--- src/rtl/mc_control_fsm.sv ---
// Multicycle MIPS control sequencer: Moore-decoded datapath controls, memReady timeout, retire counter.
// Optional: define MC_JUMP_EN to decode opCode 2 (J) through the JUMP state; otherwise it is illegal.

module mc_control_fsm #(
    parameter int MEM_WAIT_MAX = 15,
    parameter int CNT_W        = 16
) (
    input  logic             clk,
    input  logic             rst_n,
    input  logic             run,
    input  logic [5:0]       opCode,
    input  logic             memReady,
    output logic             pcWrite,
    output logic             pcWriteCond,
    output logic             iorD,
    output logic             memRead,
    output logic             memWrite,
    output logic             memToReg,
    output logic             irWrite,
    output logic             aluSrcA,
    output logic             regWrite,
    output logic             regDst,
    output logic [1:0]       aluOp,
    output logic [1:0]       aluSrcB,
    output logic [1:0]       pcSource,
    output logic [3:0]       state,
    output logic             illegalOp,
    output logic             busError,
    output logic [CNT_W-1:0] retired
);

    typedef enum logic [3:0] {
        S_IDLE      = 4'd0,
        S_FETCH     = 4'd1,
        S_DECODE    = 4'd2,
        S_MEM_ADDR  = 4'd3,
        S_MEM_READ  = 4'd4,
        S_MEM_WB    = 4'd5,
        S_MEM_WRITE = 4'd6,
        S_EXECUTE   = 4'd7,
        S_R_WB      = 4'd8,
        S_BRANCH    = 4'd9,
        S_JUMP      = 4'd10
    } state_t;

    localparam logic [5:0] OP_RTYPE   = 6'd0;
    localparam logic [5:0] OP_LW      = 6'd35;
    localparam logic [5:0] OP_SW      = 6'd43;
    localparam logic [5:0] OP_BEQ     = 6'd4;
`ifdef MC_JUMP_EN
    localparam logic [5:0] OP_J       = 6'd2;
`endif
    localparam logic [7:0] WAIT_LIMIT = 8'(MEM_WAIT_MAX);

    state_t             state_q, state_d;
    state_t             boundary_state;
    logic [7:0]         wait_q, wait_d;
    logic               bus_error_q, bus_error_d;
    logic               illegal_q, illegal_d;
    logic [CNT_W-1:0]   retired_q, retired_d;
    logic               mem_wait;

    always_ff @(posedge clk or negedge rst_n) begin
        if (!rst_n) begin
            state_q     <= S_IDLE;
            wait_q      <= 8'd0;
            bus_error_q <= 1'b0;
            illegal_q   <= 1'b0;
            retired_q   <= '0;
        end else begin
            state_q     <= state_d;
            wait_q      <= wait_d;
            bus_error_q <= bus_error_d;
            illegal_q   <= illegal_d;
            retired_q   <= retired_d;
        end
    end

    always_comb begin
        state_d        = state_q;
        wait_d         = wait_q;
        bus_error_d    = bus_error_q;
        illegal_d      = 1'b0;
        retired_d      = retired_q;
        mem_wait       = 1'b0;
        boundary_state = run ? S_FETCH : S_IDLE;

        case (state_q)
            S_IDLE: begin
                if (run && !bus_error_q) state_d = S_FETCH;
            end
            S_FETCH: begin
                mem_wait = 1'b1;
                if (memReady) state_d = S_DECODE;
            end
            S_DECODE: begin
                case (opCode)
                    OP_RTYPE:      state_d = S_EXECUTE;
                    OP_LW, OP_SW:  state_d = S_MEM_ADDR;
                    OP_BEQ:        state_d = S_BRANCH;
`ifdef MC_JUMP_EN
                    OP_J:          state_d = S_JUMP;
`endif
                    default: begin
                        state_d   = S_FETCH;
                        illegal_d = 1'b1;
                    end
                endcase
            end
            S_MEM_ADDR: begin
                state_d = (opCode == OP_LW) ? S_MEM_READ : S_MEM_WRITE;
            end
            S_MEM_READ: begin
                mem_wait = 1'b1;
                if (memReady) state_d = S_MEM_WB;
            end
            S_MEM_WRITE: begin
                mem_wait = 1'b1;
                if (memReady) begin
                    state_d   = S_FETCH;
                    retired_d = retired_q + CNT_W'(1);
                end
            end
            S_EXECUTE: state_d = S_R_WB;
            S_MEM_WB, S_R_WB, S_BRANCH: begin
                state_d   = boundary_state;
                retired_d = retired_q + CNT_W'(1);
            end
`ifdef MC_JUMP_EN
            S_JUMP: begin
                state_d   = boundary_state;
                retired_d = retired_q + CNT_W'(1);
            end
`endif
            default: state_d = S_IDLE;
        endcase

        // A stuck memory aborts the instruction; a late memReady on the limit cycle still wins.
        if (mem_wait && !memReady) begin
            if (wait_q == WAIT_LIMIT) begin
                bus_error_d = 1'b1;
                state_d     = S_IDLE;
            end else begin
                wait_d = wait_q + 8'd1;
            end
        end

        if ((state_d != state_q) &&
            (state_d == S_FETCH || state_d == S_MEM_READ || state_d == S_MEM_WRITE)) begin
            wait_d = 8'd0;
        end
    end

    always_comb begin
        pcWrite     = 1'b0;
        pcWriteCond = 1'b0;
        iorD        = 1'b0;
        memRead     = 1'b0;
        memWrite    = 1'b0;
        memToReg    = 1'b0;
        irWrite     = 1'b0;
        aluSrcA     = 1'b0;
        regWrite    = 1'b0;
        regDst      = 1'b0;
        aluOp       = 2'b00;
        aluSrcB     = 2'b00;
        pcSource    = 2'b00;

        case (state_q)
            S_FETCH: begin
                memRead = 1'b1;
                aluSrcB = 2'b01;
                irWrite = memReady;
                pcWrite = memReady;
            end
            S_DECODE:   aluSrcB = 2'b11;
            S_MEM_ADDR: begin
                aluSrcA = 1'b1;
                aluSrcB = 2'b10;
            end
            S_MEM_READ: begin
                memRead = 1'b1;
                iorD    = 1'b1;
            end
            S_MEM_WB: begin
                regWrite = 1'b1;
                memToReg = 1'b1;
            end
            S_MEM_WRITE: begin
                memWrite = 1'b1;
                iorD     = 1'b1;
            end
            S_EXECUTE: begin
                aluSrcA = 1'b1;
                aluOp   = 2'b10;
            end
            S_R_WB: begin
                regWrite = 1'b1;
                regDst   = 1'b1;
            end
            S_BRANCH: begin
                aluSrcA     = 1'b1;
                aluOp       = 2'b01;
                pcWriteCond = 1'b1;
                pcSource    = 2'b01;
            end
            S_JUMP: begin
                pcWrite  = 1'b1;
                pcSource = 2'b10;
            end
            default: ;
        endcase
    end

    assign state     = state_q;
    assign illegalOp = illegal_q;
    assign busError  = bus_error_q;
    assign retired   = retired_q;

endmodule

--- config.mk ---
export PLATFORM = sky130hd
export DESIGN_NAME = mc_control_fsm
export DESIGN_NICKNAME = d
export VERILOG_FILES = /design/src/rtl/mc_control_fsm.sv
export SDC_FILE = /design/constraint.sdc
export NUM_CORES = 1
export LEC_CHECK = 0
export CAP_MARGIN = 20
export CORE_ASPECT_RATIO = 1.2
export CORE_MARGIN = 1
export CORE_UTILIZATION = 27
export DETAILED_ROUTE_END_ITERATION = 8
export HOLD_SLACK_MARGIN = 0.02
export PLACE_DENSITY = 0.5
export SYNTH_ARGS = -nofsm -noshare
export SYNTH_HDL_FRONTEND = slang
export SYNTH_SLANG_ARGS = --single-unit
--- constraint.sdc ---
create_clock -name clk -period 2.6 [get_ports clk]
set_clock_uncertainty 0.1 [all_clocks]
set_input_delay 0.52 -clock clk [delete_from_list [all_inputs] [get_ports clk]]
set_output_delay 0.52 -clock clk [all_outputs]
set_load 0.02 [all_outputs]
* Word-level counts from Yosys, hierarchy flattened
Index checks and enable logic that the tools add are counted.
** Operators by class
- Mux-type cells :: 31
- Reduce and logical (&&, ||, !) cells :: 22
- Equality and inequality tests :: 20
- Add/sub/neg operators :: 2
** Operator list (count)
- 16-bit case mux with 2 select lines :: 1
- 4-bit case mux with 8 select lines :: 1
- 4-bit by 3-bit equality test with 1-bit output (second input constant) :: 6
- 4-bit two-way mux :: 6
- 8-bit two-way mux :: 3
- 16-bit by 1-bit adder with 16-bit output (second input constant) :: 1
- 16-bit two-way mux :: 1
- 1-bit two-way mux :: 13
- 4-bit equality test (second input constant) :: 3
- 6-bit equality test (second input constant) :: 2
- 4-bit case mux with 3 select lines :: 1
- 3-bit OR reduction :: 3
- 8-bit by 1-bit adder with 8-bit output (second input constant) :: 1
- 4-bit by 1-bit equality test with 1-bit output (second input constant) :: 2
- 4-bit by 2-bit equality test with 1-bit output (second input constant) :: 2
- 8-bit by 4-bit equality test with 1-bit output (second input constant) :: 1
- 2-bit case mux with 2 select lines :: 2
- 2-bit OR reduction :: 4
- 6-bit by 3-bit equality test with 1-bit output (second input constant) :: 1
- 6-bit zero test :: 1
- 2-bit case mux with 3 select lines :: 1
- 2-bit AND reduction :: 3
- 4-bit zero test :: 1
- 4-bit inequality test :: 1
- 9 further kinds :: 14
** Word-level totals
- Input port bits :: 10
- Output and inout port bits :: 38
- Register bits after elaboration :: 30
- Word-level logic and storage cells :: 80

* Depth between registers and ports, before layout
Gate-level depths: netlist of run 1.
- Word-level depth :: 12
- Depth in mapped cells :: 8
- Depth with buffers taken out :: 7

* Worst setup path before layout of run 1
OpenSTA, ideal clock, no wires.
- Path kind :: reg2out
- From :: reg state_q[2] (netlist: state[2])
- To :: out regWrite
- Slack :: 0.212 ns
- Arrival time :: 1.768 ns
- Cell stages (with the launch flop) :: 6
- Buffers on the path :: 2
- Data required time :: 1.980 ns
- Path through :: dfrtp_1 buf_6 buf_2 nand2b_1 nor3_1 or2_2
** On the way
- Word-level cells in the longest chain between the ends :: 3
- Elaborated cells between the ends (all ways) :: 4
- Those cells by class :: eq/ne: 2; mux: 1; reduce/logical: 1
** Ends and longest elaborated chain
- start: declaration :: RTL line 55 : state_t state_q, state_d;
- start signal: assignment :: RTL line 71 : state_q <= state_d;
- 4-bit by 3-bit equality test with 1-bit output or 4-bit equality test (tied branches) :: RTL line 169 : case (state_q)
- 2-bit OR reduction (no line) *
- 1-bit two-way mux * :: RTL line 169
- end: declaration :: RTL line 21 : output logic regWrite,
Mark *: on every way between the ends. The rest lies on a longest branch, timed or not.

* Final worst setup path of run 1
- From :: in opCode[3]
- To :: reg wait_q[6]
** On the way
- Word-level cells in the longest chain between the ends :: 12
- Elaborated cells between the ends (all ways) :: 21
- Those cells by class :: eq/ne: 8; mux: 6; reduce/logical: 7
** Ends and longest elaborated chain
- start: declaration :: RTL line 11 : input logic [5:0] opCode,
- 6-bit equality test, on equally long branches :: RTL line 97, 111
- 2-bit OR reduction
- 4-bit case mux with 3 select lines :: RTL line 97 : case (opCode)
- 4-bit case mux with 8 select lines * :: RTL line 88 : case (state_q)
- 4-bit two-way mux :: RTL line 140 : if (wait_q == WAIT_LIMIT) begin
- 4-bit two-way mux * :: RTL line 139 : if (mem_wait && !memReady) begin
- 4-bit by 1-bit equality test with 1-bit output or 4-bit by 3-bit equality test with 1-bit output (tied branches) :: RTL line 149 : (state_d == S_FETCH || state_d == S_MEM_READ || state_d == S_MEM_WRITE)) begin
- 1-bit logical OR (2 in series) :: RTL line 149
- 1-bit logical AND * :: RTL line 148 : if ((state_d != state_q) &&
- 2-bit by 1-bit inequality test with 1-bit output (no line) or 2-bit nonzero test (tied branches)
- 2-bit AND reduction (no line)
- end signal: assignment :: RTL line 72 : wait_q <= wait_d;
- end: declaration :: RTL line 57 : logic [7:0] wait_q, wait_d;
Marks and branches as above.
A chain may end at the register's enable or synchronous reset.

==> results by stage, run 1 <==
Clock tree:
- In this run the deepest clock path goes through 2 buffers.
- For this design, the CTS-stage hold fixing added 0 buffers.
- In this run the post-CTS setup repair buffer count came out at 0.
- Clock-pin slew was measured on the worst setup and hold paths at ~0.060 ns.
- The later-pin clock latency in the skew report is approximately 0.28 ns.
- The depth of the CTS H-tree is 2.
- The clock tree from TritonCTS is built.
- Buffers inserted during clock tree synthesis total 5.
- The tree is rooted in a sky130_fd_sc_hd__clkbuf_8.
- The number of clock sinks is 30.

Global routing:
- The total overflow left after global routing is 0.
- The pin count of the biggest net entering global routing is 31.
- The global routing usage summed across all routing layers is 0.132.
- The number of global-route vias before repair came to roughly 1500.
- The initial antenna violation count is 0.
- The wire length of the first global-routing pass is between 7 and 8 mm.

Synth:
- Of the synthesized area, sequential elements account for 0.410.
- The average cell area after synthesis is ~9.8 sq um.
- sky130_fd_sc_hd__dfrtp_1 takes more of the synthesized area than any other cell.
- The most used flip-flop cell after synthesis is sky130_fd_sc_hd__dfrtp_1.
- The instance count of the mapped netlist is around 190.
- The number of nets handed over by synthesis was 199.
- By area the synthesized netlist is led by sky130_fd_sc_hd__dfrtp_1, sky130_fd_sc_hd__xnor2_1, sky130_fd_sc_hd__xor2_1.
- The netlist area before placement is approximately 1800 sq um.
- In this run, synthesis produced a sequential element count of 30.
- The count of different cell masters after synthesis is ~50.
- The top cell type's share of synthesized area is 0.410.
- For this run, the number of Yosys warnings is 0.
- The post-synthesis async set-or-reset flop share is 1.00.
- The number of enable-type register cells in the synthesized netlist is 0.

Setup path:
- The class of the most critical setup path is in -> reg.
- Data on the critical path is required at its endpoint by 2.67 ns.
- The kind of capture point of the worst setup path is a flip-flop.
- The critical path data arrival time is between 2 and 3 ns.
- In this run the register-to-register setup slack is between 0.15 and 0.2 ns.
- The worst register-to-register path begins at state[2]$_DFF_PN0_.
- For the worst flop-to-flop path, the logic depth is 8.
- The biggest fanout along the worst timing path is 8.
- The worst setup path is launched from an input pin.
- The worst register-to-register path ends at wait_q[6]$_DFFE_PN0P_.

Power:
- The worst vdd rail ir drop is about 0.32 mV.
- Dividing total power by cell area gives a power density of around 860 nW/um^2.
- Summed over all cells, the static leakage comes to 1.26 nW.
- The clock group share of total power is 0.205.
- The combinational share of power is 0.519.
- Of the total power, registers draw 0.276.
- The internal power contribution is 0.00146 W.
- Summed over all nets, the switching power comes to approximately 0.00086 W.
- Of the total power, the share spent switching nets is 0.369.
- The completed layout was analyzed and its total power is around 0.0023 W.

Floorplan:
- Measured along the x axis, the die boundary spans approximately 77 um.
- The die is just over 90 um tall.
- The region available for standard cell placement spans 6490 sq um.
- 48 I/O pins were placed.
- For this configuration, the core starts out at a cell density of 0.282.
- The area of the die is 7110 sq um.
- The floorplan has 32 rows.

Run:
- The max-capacitance violation count is 0.

Timing:
- Of the available clock period, the critical path in the final layout requires 0.985.
- Setup repair after global routing could not meet its margin everywhere.
- Based on the critical path, the design can be clocked at up to between 0.3 and 0.4 GHz.
- The final hold violation count is 0.
- For the pin with the worst max-slew slack, the measured transition is around 0.47 ns.
- The final number of setup-violating endpoints is 0.
- Headroom to the max-slew limit came out at 0.681.
- The clock period minus worst slack is approximately 2.6 ns.
- The count of final max-slew check failures is 0.

Placement:
- After detailed placement, the design holds a cell count of about 340.
- Once detailed placement completed, the half-perimeter wirelength came to between 3 and 4 mm.
- At the end of routability-driven placement, the weighted congestion stood at 0.765.
- The placed instance area is between 2000 and 3000 sq um.
- Input and output buffers added on the ports amount to 47.

Min path:
- The worst hold path belongs to the class reg -> reg.
- The path with the worst hold slack has its endpoint at retired[15]$_DFFE_PN0P_.
- The critical hold path startpoint is retired[15]$_DFFE_PN0P_.
- Along the worst hold path, the cell count comes to 1.

Finish:
- Leaving out filler cells and counting taps, the final layout contains about 350.
- After the last flow step, the layout net total stands at 273.
- The share of layout cells above drive strength 1 is 0.207.
- Once layout is done, the placed cells without fillers occupy 2710 sq um.
- The growth of design area from synthesis to finish is 48.2%.
- 0 antenna diodes ended up in the layout.
- For this run, the share of the core covered by cells in the final layout is 0.418.
- The final-layout fill cell count is about 680.

Routing:
- After detailed routing, the number of remaining DRC violations is 0.
- For this block, the initial DRC count from the detailed router was 42.
- The count of nets left with antenna violations once routing finished came out at 0.
- The overall via count from detail_route is approximately 1600.
- The total wire length after detailed routing is approximately 4.5 mm.
- The first-pass iteration count of the detailed router is 4.
- The average routed wire per standard cell is 13.0 um.
- The number of vias per cell after detailed routing is around 4.7.

Run status:
- The run finished with clean final reports.
==> synth_stat cells, types with 2 or more instances <==
cell and n:
sky130_fd_sc_hd__dfrtp_1 30, sky130_fd_sc_hd__ha_1 2, sky130_fd_sc_hd__inv_1 5, sky130_fd_sc_hd__a21oi_1 4, sky130_fd_sc_hd__nor2_1 25, sky130_fd_sc_hd__nor2b_1 2, sky130_fd_sc_hd__or2_1 3, sky130_fd_sc_hd__xor2_1 12
sky130_fd_sc_hd__buf_2 4, sky130_fd_sc_hd__nand4_1 5, sky130_fd_sc_hd__xnor2_1 12, sky130_fd_sc_hd__or2_2 3, sky130_fd_sc_hd__o21bai_1 2, sky130_fd_sc_hd__nor4bb_1 2, sky130_fd_sc_hd__o21ai_0 4, sky130_fd_sc_hd__nand3_1 2
sky130_fd_sc_hd__mux2i_1 3, sky130_fd_sc_hd__nor3_1 9, sky130_fd_sc_hd__and3_1 5, sky130_fd_sc_hd__nor3b_1 3, sky130_fd_sc_hd__o221ai_2 2, sky130_fd_sc_hd__buf_4 2, sky130_fd_sc_hd__nor4_1 2, sky130_fd_sc_hd__nand2_1 15
sky130_fd_sc_hd__nand2b_1 5
==> placed cells by master, fill, tap and decap left out, types with 5 or more instances in the layout <==
master / n
sky130_fd_sc_hd__nor2_1: 25
sky130_fd_sc_hd__buf_4: 27
sky130_fd_sc_hd__nor3_1: 9
sky130_fd_sc_hd__xor2_1: 12
sky130_fd_sc_hd__nand4_1: 5
sky130_fd_sc_hd__and3_1: 5
sky130_fd_sc_hd__dfrtp_1: 28
sky130_fd_sc_hd__nand2_1: 15
sky130_fd_sc_hd__dlygate4sd2_1: 5
sky130_fd_sc_hd__nand2b_1: 5
sky130_fd_sc_hd__clkdlybuf4s50_1: 37
sky130_fd_sc_hd__dlymetal6s2s_1: 5
sky130_fd_sc_hd__inv_1: 5
sky130_fd_sc_hd__clkbuf_8: 6
sky130_fd_sc_hd__xnor2_1: 12
==> power groups by stage <==
stage	registers (W)	logic, W	clock network, W
after global placement	0.000644	0.00120	0
after detailed placement	0.000646	0.00119	0
after global routing	0.000653	0.00131	0.000508
final	0.000640	0.00120	0.000475
after CTS	0.000637	0.00120	0.000490
after floorplan	0.000667	0.000673	0
==> final cells by class <==
type,instances,area (sq um),share of cell area
clock buffers,6,82.6,0.0305
inverters,5,18.8,0.00693
flip-flops and latches,30,753,0.278
repair buffers,75,691,0.255
well taps,85,106,0.0392
clock inverters,1,30.0,0.0111
multi-input cells,144,1030,0.380
==> kinds of logic (layout without fill, tap and decap cells) <==
logic type,count (synthesis),count (layout),synth area share
AO/OA/AOI/OAI,24,24,0.122
XOR/XNOR,24,24,0.115
adder cells (fa/ha/maj),2,2,0.0137
buffers and inverters,13,87,0.0376
flip-flops,30,30,0.410
multiplexers,5,5,0.0308
AND/OR/NAND/NOR,89,89,0.270
==> worst max-delay path, stage by stage <==
cell,delay [ns]
sky130_fd_sc_hd__clkdlybuf4s50_1,0.46
sky130_fd_sc_hd__or4b_4,0.50
sky130_fd_sc_hd__o221ai_2,0.20
sky130_fd_sc_hd__o221ai_2,0.11
sky130_fd_sc_hd__mux2_4,0.28
sky130_fd_sc_hd__a2111oi_4,0.33
sky130_fd_sc_hd__buf_6,0.17
sky130_fd_sc_hd__nor2_1,0.05
==> sequential cells by signal (all words and copies together), names as in the netlist <==
signal	flops
busError	1
illegalOp	1
retired	16
state	4
wait_q	8
==> how the worst max path moves through the flow <==
stage                             from                    end  slack, ns  cells after the start
detailed placement           opCode[3]  wait_q[6]$_DFFE_PN0P_      -0.29                      8
global route                 opCode[3]  wait_q[6]$_DFFE_PN0P_      -0.03                      8
global placement              memReady  wait_q[6]$_DFFE_PN0P_      -0.31                      9
CTS                           memReady  wait_q[6]$_DFFE_PN0P_      0.006                      9
finish                       opCode[3]  wait_q[6]$_DFFE_PN0P_       0.04                      8
floorplan           state[2]$_DFF_PN0_               regWrite       0.21                      5
==> per-stage QoR <==
stage               setup TNS [ns]  setup slack, ns  hold WS (ns)
floorplan                        0            0.212         0.124
global placement             -2.68           -0.308         0.359
detailed placement           -2.56           -0.294         0.367
CTS                              0          0.00619         0.376
global route                -0.175          -0.0291         0.416
finish                           0           0.0383         0.377
==> routing by layer <==
layer,GRT usage,up-vias,part of all wire
met4,0.0597,0,0.026
li1,-,799,-
met5,0,-,0
met1,0.167,762,0.46
met2,0.214,47,0.47
met3,0.0269,9,0.050
==> timing repair <==
item | CTS | global route
resized for setup | 8 | 10
endpoints found under the setup margin | 12 | 17
pin swaps | 2 | 2
Power figures use the tool's default switching activity.
==> inputs of run 2 (changes only) <==
--- a/config.mk
+++ b/config.mk
@@ -12,6 +12,7 @@
 export DETAILED_ROUTE_END_ITERATION = 8
 export HOLD_SLACK_MARGIN = 0.02
 export PLACE_DENSITY = 0.5
+export SLEW_MARGIN = 25
 export SYNTH_ARGS = -nofsm -noshare
 export SYNTH_HDL_FRONTEND = slang
 export SYNTH_SLANG_ARGS = --single-unit
==> results of run 2 <==
The final DEF is identical to that of run 1; final timing and power are the same.
